==> config.mk <==
export PLATFORM = sky130hd
export DESIGN_NAME = cdb_arbiter
export DESIGN_NICKNAME = d
export VERILOG_FILES = /design/src/rtl/cdb_arbiter.sv
export SDC_FILE = /design/constraint.sdc
export NUM_CORES = 1
export LEC_CHECK = 0
export BUFFER_PORTS_ARGS = -buffer_cell sky130_fd_sc_hd__buf_4
export CAP_MARGIN = 0
export CORE_MARGIN = 5
export CORE_UTILIZATION = 61
export CTS_CLUSTER_SIZE = 8
export DETAILED_ROUTE_END_ITERATION = 12
export HOLD_SLACK_MARGIN = 0.03
export PLACE_DENSITY = 0.84
export SYNTH_ARGS = -nofsm -noshare
export SYNTH_HDL_FRONTEND = slang
export SYNTH_SLANG_ARGS = --single-unit
==> constraint.sdc <==
create_clock -name clk -period 21.7 [get_ports clk]
set_clock_uncertainty 0.2 [all_clocks]
set_input_delay 4.34 -clock clk [delete_from_list [all_inputs] [get_ports clk]]
set_output_delay 4.34 -clock clk [all_outputs]
set_load 0.005 [all_outputs]
==> src/rtl/cdb_arbiter.sv <==
// -----------------------------------------------------------------------------
// cdb_arbiter
//   Collects results from three producers (EX1, EX2, SLbuffer) into small
//   per-producer FIFOs and broadcasts one entry per cycle on the common data
//   bus, picking among non-empty FIFOs round-robin.
//
// Ports
//   clk          clock, rising edge
//   rst          asynchronous active-low reset
//   rdy          global pause; low freezes all state and outputs
//   rst_c        synchronous flush from commit; empties FIFOs, keeps err_o
//   req_valid_i  per-producer result valid (bit0 EX1, bit1 EX2, bit2 SLbuffer)
//   req_id_i     3 x 5-bit ROB ids, producer i at [5i+4:5i]
//   req_data_i   3 x 32-bit results, producer i at [32i+31:32i]
//   req_pc_i     3 x 32-bit branch target PCs, same packing
//   req_cond_i   per-producer branch-taken flag
//   req_full_o   per-producer FIFO full (backpressure)
//   cdb_*_o      registered broadcast: valid, id, data, pc, cond, source
//   err_o        sticky: a valid arrived while its FIFO was full
// -----------------------------------------------------------------------------
module cdb_arbiter #(
    parameter int DEPTH = 2
) (
    input  logic        clk,
    input  logic        rst,
    input  logic        rdy,
    input  logic        rst_c,
    input  logic [2:0]  req_valid_i,
    input  logic [14:0] req_id_i,
    input  logic [95:0] req_data_i,
    input  logic [95:0] req_pc_i,
    input  logic [2:0]  req_cond_i,
    output logic [2:0]  req_full_o,
    output logic        cdb_en_o,
    output logic [4:0]  cdb_id_o,
    output logic [31:0] cdb_data_o,
    output logic [31:0] cdb_pc_o,
    output logic        cdb_cond_o,
    output logic [1:0]  cdb_src_o,
    output logic        err_o
);

    localparam int          PW       = $clog2(DEPTH);
    localparam logic [PW:0] FULL_CNT = (PW+1)'(DEPTH);
    localparam logic [PW:0] CNT_ONE  = 1;
    localparam logic [PW-1:0] PTR_ONE = 1;

    typedef struct packed {
        logic [4:0]  id;
        logic [31:0] data;
        logic [31:0] pc;
        logic        cond;
    } entry_t;

    // Producer index after v, wrapping 2 -> 0.
    function automatic logic [1:0] wrap_inc(input logic [1:0] v);
        return (v == 2'd2) ? 2'd0 : v + 2'd1;
    endfunction

    entry_t        mem_q      [3][DEPTH];
    logic [PW-1:0] wr_ptr_q   [3];
    logic [PW-1:0] rd_ptr_q   [3];
    logic [PW:0]   count_q    [3];
    logic [1:0]    last_grant_q;
    entry_t        cdb_q;
    logic          cdb_en_q;
    logic [1:0]    cdb_src_q;
    logic          err_q;

    entry_t        in_entry   [3];
    logic          active;
    logic [2:0]    nonempty;
    logic [2:0]    push;
    logic [2:0]    pop;
    logic [2:0]    overflow;
    logic [1:0]    cand;
    logic          grant_found;
    logic          grant_vld;
    logic [1:0]    grant_idx;
    entry_t        grant_entry;

    // A flush outranks everything; otherwise nothing moves while paused.
    assign active = rdy & ~rst_c;

    always_comb begin
        for (int i = 0; i < 3; i++) begin
            in_entry[i].id   = req_id_i[5*i +: 5];
            in_entry[i].data = req_data_i[32*i +: 32];
            in_entry[i].pc   = req_pc_i[32*i +: 32];
            in_entry[i].cond = req_cond_i[i];
            req_full_o[i]    = (count_q[i] == FULL_CNT);
            nonempty[i]      = (count_q[i] != '0);
            // Eligibility uses the pre-edge full flag, so a full FIFO that is
            // being popped this cycle still rejects the new entry.
            push[i]          = req_valid_i[i] & active & ~req_full_o[i];
            overflow[i]      = req_valid_i[i] & active &  req_full_o[i];
        end
    end

    // Round-robin search starting one past the last granted producer.
    always_comb begin
        // NOTE: every signal written here gets a default first, so no path
        // leaves it unassigned and no latch is inferred.
        grant_found = 1'b0;
        grant_idx   = 2'd0;
        cand        = wrap_inc(last_grant_q);
        for (int k = 0; k < 3; k++) begin
            if (!grant_found && nonempty[cand]) begin
                grant_found = 1'b1;
                grant_idx   = cand;
            end
            cand = wrap_inc(cand);
        end
        grant_vld   = grant_found & active;
        grant_entry = mem_q[grant_idx][rd_ptr_q[grant_idx]];
        for (int i = 0; i < 3; i++) begin
            pop[i] = grant_vld && (grant_idx == 2'(i));
        end
    end

    // NOTE: FIFO storage has no reset; validity is tracked by the reset
    // pointers and counts, so stale contents are never observed.
    always_ff @(posedge clk) begin
        for (int i = 0; i < 3; i++) begin
            if (push[i]) begin
                mem_q[i][wr_ptr_q[i]] <= in_entry[i];
            end
        end
    end

    // NOTE: sequential state uses non-blocking assignments only, so every
    // register samples pre-edge values regardless of statement order.
    always_ff @(posedge clk or negedge rst) begin
        if (!rst) begin
            for (int i = 0; i < 3; i++) begin
                wr_ptr_q[i] <= '0;
                rd_ptr_q[i] <= '0;
                count_q[i]  <= '0;
            end
            last_grant_q <= 2'd2;
            cdb_q        <= '0;
            cdb_en_q     <= 1'b0;
            cdb_src_q    <= 2'd0;
            err_q        <= 1'b0;
        end else if (rst_c) begin
            for (int i = 0; i < 3; i++) begin
                wr_ptr_q[i] <= '0;
                rd_ptr_q[i] <= '0;
                count_q[i]  <= '0;
            end
            last_grant_q <= 2'd2;
            cdb_en_q     <= 1'b0;
        end else if (rdy) begin
            for (int i = 0; i < 3; i++) begin
                if (push[i]) wr_ptr_q[i] <= wr_ptr_q[i] + PTR_ONE;
                if (pop[i])  rd_ptr_q[i] <= rd_ptr_q[i] + PTR_ONE;
                if (push[i] && !pop[i]) begin
                    count_q[i] <= count_q[i] + CNT_ONE;
                end else if (!push[i] && pop[i]) begin
                    count_q[i] <= count_q[i] - CNT_ONE;
                end
            end
            if (|overflow) err_q <= 1'b1;
            cdb_en_q <= grant_vld;
            if (grant_vld) begin
                cdb_q        <= grant_entry;
                cdb_src_q    <= grant_idx;
                last_grant_q <= grant_idx;
            end
        end
    end

    assign cdb_en_o   = cdb_en_q;
    assign cdb_id_o   = cdb_q.id;
    assign cdb_data_o = cdb_q.data;
    assign cdb_pc_o   = cdb_q.pc;
    assign cdb_cond_o = cdb_q.cond;
    assign cdb_src_o  = cdb_src_q;
    assign err_o      = err_q;

endmodule

Word level (Yosys, flattened, before mapping)

Memories as Yosys holds them, arrays and structs flattened.
Index checks and enable logic that the tools add are counted.

Register bits after elaboration: 88
Latch bits: 0
RAM bits: 420
Memory bits (read-only): 0
Input bits: 217
Output and inout bits: 77
Word-level logic and storage cells: 178
Memories: 1

Memory list:

| memory | depth | width | read ports | clocked after Yosys merged registers in | write ports | line | RTL |
|---|---|---|---|---|---|---|---|
| mem_q  | 3     | 140   | 1          | 0                                       | 3           | 60   | `entry_t mem_q [3][DEPTH];` |

$add $sub $neg: 15
Multipliers: 0
Divide/modulo/power cells: 0
$lt $le $gt $ge: 11
Equality and inequality tests: 8
Shifts and indexed selects: 0
Muxes and demuxes: 56
Bitwise operators: 20
Reductions and logical operators: 50

Operators with widths:

| cell                  | number |
|---|---|
| $mux W140             | 3 |
| $mux W70              | 6 |
| $demux W70 S1         | 3 |
| $mux W2               | 15 |
| $reduce_bool A2 Y1    | 11 |
| $reduce_and A2 Y1     | 10 |
| $mux W1               | 19 |
| $eq A2 B2 Y1 const B  | 7 |
| $logic_and A1 B1 Y1   | 14 |
| $add A2 B1 Y2 const B | 6 |
| $mux W3               | 4 |
| $mux W6               | 2 |
| $and A1 B1 Y1         | 11 |
| $lt A2 B3 Y1 const B  | 3 |
| $reduce_bool A3 Y1    | 3 |
| $bmux W1 S2           | 4 |
| $ge A2 B2 Y1 const B  | 4 |
| $logic_not A1 Y1      | 8 |
| $not A1 Y2            | 4 |
| $add A1 B1 Y1 const B | 6 |
| $lt A2 B1 Y1 const B  | 3 |
| $reduce_and A3 Y1     | 2 |
| $sub A2 B1 Y2 const B | 3 |
| $not A1 Y1            | 4 |
| 5 further kinds       | 5 |

Longest topological paths before layout

Gate-level depths: netlist of run 1.

Depth in word-level cells: 19
Gate-level depth with buffers: 10
Gate-level depth less buffers: 6

Worst setup path before layout of run 1

OpenSTA, ideal clock, no wires.

Path type: input -> register
Start: input rdy
End: memory mem_q[0][100] (netlist name), enable pin
Library setup time: 0.672 ns
Arrival time: 11.416 ns
Data required time: 20.828 ns
Path slack: 9.412 ns
Cell stages on the path: 3
Buffers on the path: 1
Cells stage by stage: nor2b_1 -> clkbuf_1 -> nor4bb_1

RTL lines:

| what        | line | RTL |
|---|---|---|
| from (decl) | 26   | `input logic rdy,` |
| to (decl)   | 60   |  |

==> results of run 1 <==
[worst max-delay path by stage]
| stage | from | to | slack [ps] | cells after the start |
|---|---|---|---|---|
| 2_1_floorplan | rdy | mem_q[0][100]$_DFFE_PP_ | 9410 | 3 |
| 3_3_place_gp | rst_c | mem_q[2][80]$_DFFE_PP_ | 13990 | 5 |
| 3_5_place_dp | rst_c | mem_q[2][80]$_DFFE_PP_ | 13900 | 5 |
| 4_1_cts | rst_c | mem_q[2][94]$_DFFE_PP_ | 14430 | 5 |
| 5_1_grt | rst_c | mem_q[2][93]$_DFFE_PP_ | 14190 | 5 |
| 6_report | rst_c | mem_q[2][93]$_DFFE_PP_ | 14440 | 5 |
[worst max-delay path: stages]
cell and delay (ps):
buf_4 170, nor2b_1 540, nand3b_1 450, nor2_4 1030, buf_4 660
[sequential cells by signal (all words and copies together), names as in the netlist]
name,count
mem_q,420
cdb_data_o,32
cdb_pc_o,32
count_q,6
cdb_id_o,5
rd_ptr_q,3
wr_ptr_q,3
cdb_src_o,2
last_grant_q,2
cdb_cond_o,1
cdb_en_o,1
err_o,1
[layout by cell type, fill, tap and decap left out, drive strengths merged, types with 4 or more instances in the layout]
cell,count
edfxtp,420
buf,309
a211oi,141
a22o,140
clkbuf,128
dfrtp,87
nand2,78
o31ai,70
nor2,20
o21ai,9
xnor2,7
a21oi,6
nor2b,4
nand3b,4
inv,4
[power groups by stage]
stage / registers (mW) / logic (mW) / clock network [mW]
2_1_floorplan: 1.22 / 0.243 / 0
3_3_place_gp: 1.23 / 0.431 / 0
3_5_place_dp: 1.23 / 0.449 / 0
4_1_cts: 1.22 / 0.454 / 1.07
5_1_grt: 1.23 / 0.487 / 1.12
6_report: 1.22 / 0.451 / 1.06
[area by class of cell]
cell class / count / share of cell area (%)
clock inverters: 5 / 0.424
inverters: 2 / 0.0310
multi-input cells: 511 / 18.1
well taps: 402 / 2.08
flip-flops and latches: 508 / 61.2
repair buffers: 309 / 9.59
clock buffers: 128 / 8.58
[stage by stage]
stage | util (%) | power, mW | setup slack [ps]
3_3_place_gp | 69.6 | 1.66 | 13990
3_5_place_dp | 69.6 | 1.68 | 13900
2_1_floorplan | - | 1.46 | 9410
5_1_grt | 76.5 | 2.83 | 14190
4_1_cts | 76.5 | 2.74 | 14430
6_report | 76.5 | 2.73 | 14440
[routing by layer]
layer	share of wire [%]	GRT usage [%]	up-vias
li1	-	-	5085
met1	39	35.5	5936
met2	49	44.1	621
met3	8.9	6.07	101
met4	3.0	9.98	4
met5	0.058	0	-
[cell families after synthesis]
logic type	count (synthesis)
xor+xnor	10
compound gates	379
buf+inv	82
flops	508
mux	2
simple gates	120
==> impl_results.md, run 1 <==
* Hold Crit Class: reg2reg
* Critical path type: in2reg
* Syn nets at 1,318
* Placed Instance Area at between 20,000 and 25,000 um2
* H-tree depth at 3
* Routed vias at 11.7k
* Worst reg-to-reg setup slack at 17,450 ps
* Relative slew slack at about a fifth
* GRT overflow at 0
* Final Slew Violations at 0
* Worst hold stages at 1
* PwrDens at approximately 110 nW/um2
* GRT Util Overall at 26.8%
* Port Buffers at between 200 and 300
* Layout net count at ~1.6k
* CTS Buf Count at 73
* Run status: finished clean
* Largest family of logic cells by synthesized area: compound AO/OA/AOI/OAI gates
* Clock share of power at between 30% and 40%
* RSZ-0062 raised after global routing: no
* Die X at ~190 um
* Ys flop type: edfxtp_1
* Gpl congestion at between 0.8 and 0.9
* Filler cell count at 1,716
* Synth Area in XOR/XNOR at less than 1%
* Worst vdd ir at between 0.07 and 0.08 mV
* Clock transition at the registers of the reported paths at 50 ps
* Setup Fix Bufs, Post-CTS at 0
* Synth Warn # at 0
* Mean Syn Cell Area at between 15 and 20 um2
* Simple-Gate Fraction of Synth Area at around 2.7%
* WHS at 268 ps
* Fin crit share at 33.5%
* Synth Instances at 1,101
* Worst path required time at 21,680 ps
* Netlist cell types at between 40 and 50
* Crit path max fanout at 37
* DR WL/cell at around 26 um
* Core Area at around 32,000 um2
* Slew @ Worst Pin at about 1200 ps
* DRT Pass-1 Iters at 5
* Sink Count at between 500 and 600
* Worst skew pair latency at 570 ps
* Register area share after synthesis at around three quarters
* Yosys top cell by area: edfxtp_1
* RR Startpoint: last_grant_q[1]$_DFFE_PN1P_
* Leakage at between 8 and 9 nW
* Initial antenna violation count at 2
* Starting Density at 61.8%
* CP Launch Type: input pin
* Multiplexer share of the synthesized area at less than 1%
* Deepest clock path buffer count at 3
* Vias in the first global route at around 13k
* Worst hold path endpoint: err_o$_DFFE_PN0P_
* Pint at 2.02 mW
* Most common cell in the synthesized netlist: edfxtp_1
* Setup TNS at 0 ps
* CP endpoint kind: register
* First-pass GRT wire length at approximately 73,000 um
* Area grow syn2layout at 23.7%
* Vias per cell at 6.30
* Die area at about 36,000 um2
* Max-cap viol count at 0
* Hold path startpoint: err_o$_DFFE_PN0P_
* Synth Area in Adders at 0%
* Clock root buffer: clkbuf_16
* Async S/R FF share, synth at 17.3%
* Cell Rows at 65
* Final Critical Period at ~7300 ps
* Area contributors post-synth: edfxtp_1 (64%), dfrtp_1 (11%), a22o_1 (6.3%)
* # setup viols final at 0
* RR Endpoint: cdb_data_o[20]$_DFFE_PN0P_
* 1st-iter DRT viols at roughly 1.2k
* Synth top area share at around 64%
* Drc violations at 0
* Final ANT Viol Nets at 0
* Area of the multi-input gates at ~4400 um2
* Final cell count without fillers at between 1.5k and 2k
* CTS tree: done
* Storage element area at roughly 15,000 um2
* Compound-Gate Fraction of Synth Area at 18.8%
* Switching power at 0.705 mW
* Post-Syn Area at 19,600 um2
* Flop pwr share at between 40% and 50%
* CTS Hold Bufs at 0
* Top post-synthesis cells by count: edfxtp_1 (420), a22o_1 (140), dfrtp_1 (87), nand2_1 (78), a211oi_2 (71)
* Share of cells above drive strength 1 at 36.8%
* Design area at 24,200 um2
* Die Ht at about 190 um
* Comb pwr share at between 10% and 20%
* Largest net degree at the start of global routing at 80
* Synth Register Bits at 508
* Post-cts resize count at 0
* Cells on worst reg2reg path at 9
* Antenna diodes at 0
* Highest Clock Rate at between 0.1 and 0.15 GHz
* Num ports at 294
* Final Hold Fails at 0
* Dpl cells at 1,732
* Sw Ratio at 25.8%
* Worst path arrival time at roughly 7300 ps
* Detailed Route WL at around 48,000 um
* Post-DP HPWL at ~28,000 um
* Post-synth EDFFs at 420
Note: power is estimated with default switching activity, not from simulation.
==> inputs of run 2 (changes only) <==
--- a/config.mk
+++ b/config.mk
@@ -5,14 +5,15 @@
 export SDC_FILE = /design/constraint.sdc
 export NUM_CORES = 1
 export LEC_CHECK = 0
+export ABC_AREA = 1
 export BUFFER_PORTS_ARGS = -buffer_cell sky130_fd_sc_hd__buf_4
 export CAP_MARGIN = 0
 export CORE_MARGIN = 5
-export CORE_UTILIZATION = 61
+export CORE_UTILIZATION = 57
 export CTS_CLUSTER_SIZE = 8
 export DETAILED_ROUTE_END_ITERATION = 12
 export HOLD_SLACK_MARGIN = 0.03
-export PLACE_DENSITY = 0.84
+export PLACE_DENSITY = 0.78
 export SYNTH_ARGS = -nofsm -noshare
 export SYNTH_HDL_FRONTEND = slang
 export SYNTH_SLANG_ARGS = --single-unit
==> constraint.sdc (replaced) <==
create_clock -name clk -period 7.44 [get_ports clk]
set_clock_uncertainty 0.2 [all_clocks]
set_input_delay 1.488 -clock clk [delete_from_list [all_inputs] [get_ports clk]]
set_output_delay 1.488 -clock clk [all_outputs]
set_load 0.005 [all_outputs]
==> impl_results.md, run 2 <==
* Fin crit share at a little under three fifths
* Detailed Route WL at 54,100 um
* DRT Pass-1 Iters at 5
* Synth Instances at just under 2k
* Worst skew pair latency at about 580 ps
* Cell Rows at around 70
* CP endpoint kind: register
* Die area at 39,900 um2
* Syn nets at between 2k and 2.5k
* Largest net degree at the start of global routing at a little over 100
* Worst vdd ir at between 0.5 and 0.6 mV
* Most common cell in the synthesized netlist: nand2_1
* Worst path arrival time at 4130 ps
* Layout net count at 2,462
* Synth top area share at 61.5%
* Number of flip-flops in the largest register at 420
* Deepest clock path buffer count at 3
* GRT Util Overall at a little over a quarter
* Port Buffers at slightly below 300
* Setup Fix Bufs, Post-CTS at 0
* RR Endpoint: cdb_id_o[2]$_DFFE_PN0P_
* Setup TNS at 0 ps
* Gpl congestion at between 0.8 and 0.9
* GRT overflow at 0
* Worst path required time at around 7400 ps
* Clock root buffer: clkbuf_16
* Post-synth EDFFs at between 400 and 500
* Post-cts resize count at 0
* Share of cells above drive strength 1 at 17.8%
* Highest Clock Rate at ~0.24 GHz
* Die Ht at around 200 um
* Register area share after synthesis at ~72%
* Num ports at between 200 and 300
* # setup viols final at 0
* Worst hold stages at 2
* Commonest cells after routing, fill and taps aside: nand2_1 (1,079), edfxtp_1 (420), buf_4 (307)
* Crit path max fanout at 49
* Area grow syn2layout at 23.0%
* Pint at 6.55 mW
* Final Critical Period at ~4100 ps
* Hold Crit Class: reg2reg
* Die X at around 200 um
* Comb pwr share at a little under two fifths
* Routed vias at roughly 15k
* Cells on worst reg2reg path at 13
* Yosys top cell by area: edfxtp_1
* First-pass GRT wire length at 81,100 um
* Post-DP HPWL at 32,100 um
* Synth Warn # at 0
* Area contributors post-synth: edfxtp_1 (62%), nand2_1 (20%), dfrtp_1 (11%)
* Core Util, Final at 70.9%
* Netlist cell types at 27
* Leakage at approximately 11 nW
* RR Startpoint: last_grant_q[1]$_DFFE_PN1P_
* H-tree depth at 3
* Vias per cell at 5.30
* Clock share of power at 29.4%
* Synth Register Bits at around 510
* Initial antenna violation count at 3
* 1st-iter DRT viols at between 1.5k and 2k
* Vias in the first global route at ~15k
* Flop pwr share at between 30% and 40%
* Relative slew slack at 17.8%
* Hold path startpoint: cdb_id_o[0]$_DFFE_PN0P_
* Design area at 25,200 um2
* CTS Buf Count at 73
* Async S/R FF share, synth at between 15 and 20%
* Starting Density at between 50 and 60%
* Run status: finished clean
* Final ANT Viol Nets at 0
* Clock transition at the registers of the reported paths at about 50 ps
* PwrDens at around 420 nW/um2
* Sw Ratio at around 38%
* CP Launch Type: input pin
* CTS Hold Bufs at 0
* Worst hold path endpoint: cdb_id_o[0]$_DFFE_PN0P_
* Worst reg-to-reg setup slack at 3680 ps
* Max-cap viol count at 0
* Placed Instance Area at around 23,000 um2
* DR WL/cell at a little under 20 um
* Sink Count at 508
* Slew @ Worst Pin at 1230 ps
* Mean Syn Cell Area at 10.6 um2
* Commonest non-fill, non-tap cell in the layout: nand2_1
* Critical path type: in2reg
* Core Area at between 30,000 and 40,000 um2
* Top post-synthesis cells by count: nand2_1 (1,082), edfxtp_1 (420), inv_1 (132), dfrtp_1 (87), nand3_1 (80)
* CTS tree: done
* Ys flop type: edfxtp_1
* Drc violations at 0
* Switching power at between 3 and 4 mW
* Final Hold Fails at 0
* Post-Syn Area at approximately 21,000 um2
* Final Slew Violations at 0
* RSZ-0062 raised after global routing: no
run 2: cell types whose count changed in the layout (fill, tap and decap cells not counted), sizes merged, moves of 4 or more:
cell	change
nor2b	-4
nand3	+81
o31ai	-69
xnor2	-7
nand2	+1007
a22o	-140
a211oi	-141
inv	+131
nor2	+5
nand4	+4
run 2: layer usage:
layer	up-vias	wire length (um)	global-route usage, %
li1	6862	-	-
met1	6974	20900	36.3
met2	705	26400	44.1
met3	116	5380	6.32
met4	2	1450	8.81
met5	-	13	0
run 2: critical path, stage by stage:
cell and delay [ps]:
buf_4 110, inv_1 330, nand2_1 220, nor3_1 270, inv_1 190, nor2_4 710, buf_4 760
run 2: final cells by class:
cell class / instances / area, um2
clock inverters: 3 / 55.1
diodes: 2 / 5.00
inverters: 135 / 508
well taps: 461 / 577
multi-input cells: 1220 / 4860
clock buffers: 131 / 2110
fillers: 2440 / 10300
repair buffers: 307 / 2300
flip-flops and latches: 508 / 14800
run 2: logic make-up after synthesis:
kind of cell | after synthesis | synth area share [%]
buffers and inverters | 215 | 4.50
xor gates and xnor gates | 2 | 0.0854
and+or+nand+nor | 1199 | 22.6
AOI/OAI and AO/OA | 19 | 0.519
DFF | 508 | 72.2
run 2: power groups by stage:
stage          registers [mW]  clock network (mW)  logic (mW)
4_1_cts                  3.58                3.12        3.87
6_report                 3.58                3.09        3.87
3_3_place_gp             3.62                   0        3.69
5_1_grt                  3.59                3.27        4.36
2_1_floorplan            3.57                   0        2.68
3_5_place_dp             3.62                   0        3.81
run 2: stage by stage:
step	power, mW	hold WS, ps	setup slack (ps)	cells
2_1_floorplan	6.25	233	1760	1943
3_3_place_gp	7.31	258	2780	2631
3_5_place_dp	7.43	267	2720	2631
4_1_cts	10.6	281	3320	2765
5_1_grt	11.2	299	3090	2767
6_report	10.5	282	3300	2767
run 2: worst max-delay path by stage:
stage	startpoint	end	slack [ps]	cells past startpoint
3_3_place_gp	rst_c	mem_q[1][102]$_DFFE_PP_	2780	7
3_5_place_dp	rst_c	mem_q[1][102]$_DFFE_PP_	2720	7
6_report	rst_c	mem_q[1][87]$_DFFE_PP_	3300	7
2_1_floorplan	rst_c	mem_q[2][0]$_DFFE_PP_	1760	5
5_1_grt	rst_c	mem_q[1][79]$_DFFE_PP_	3090	7
4_1_cts	rst_c	mem_q[1][84]$_DFFE_PP_	3320	7
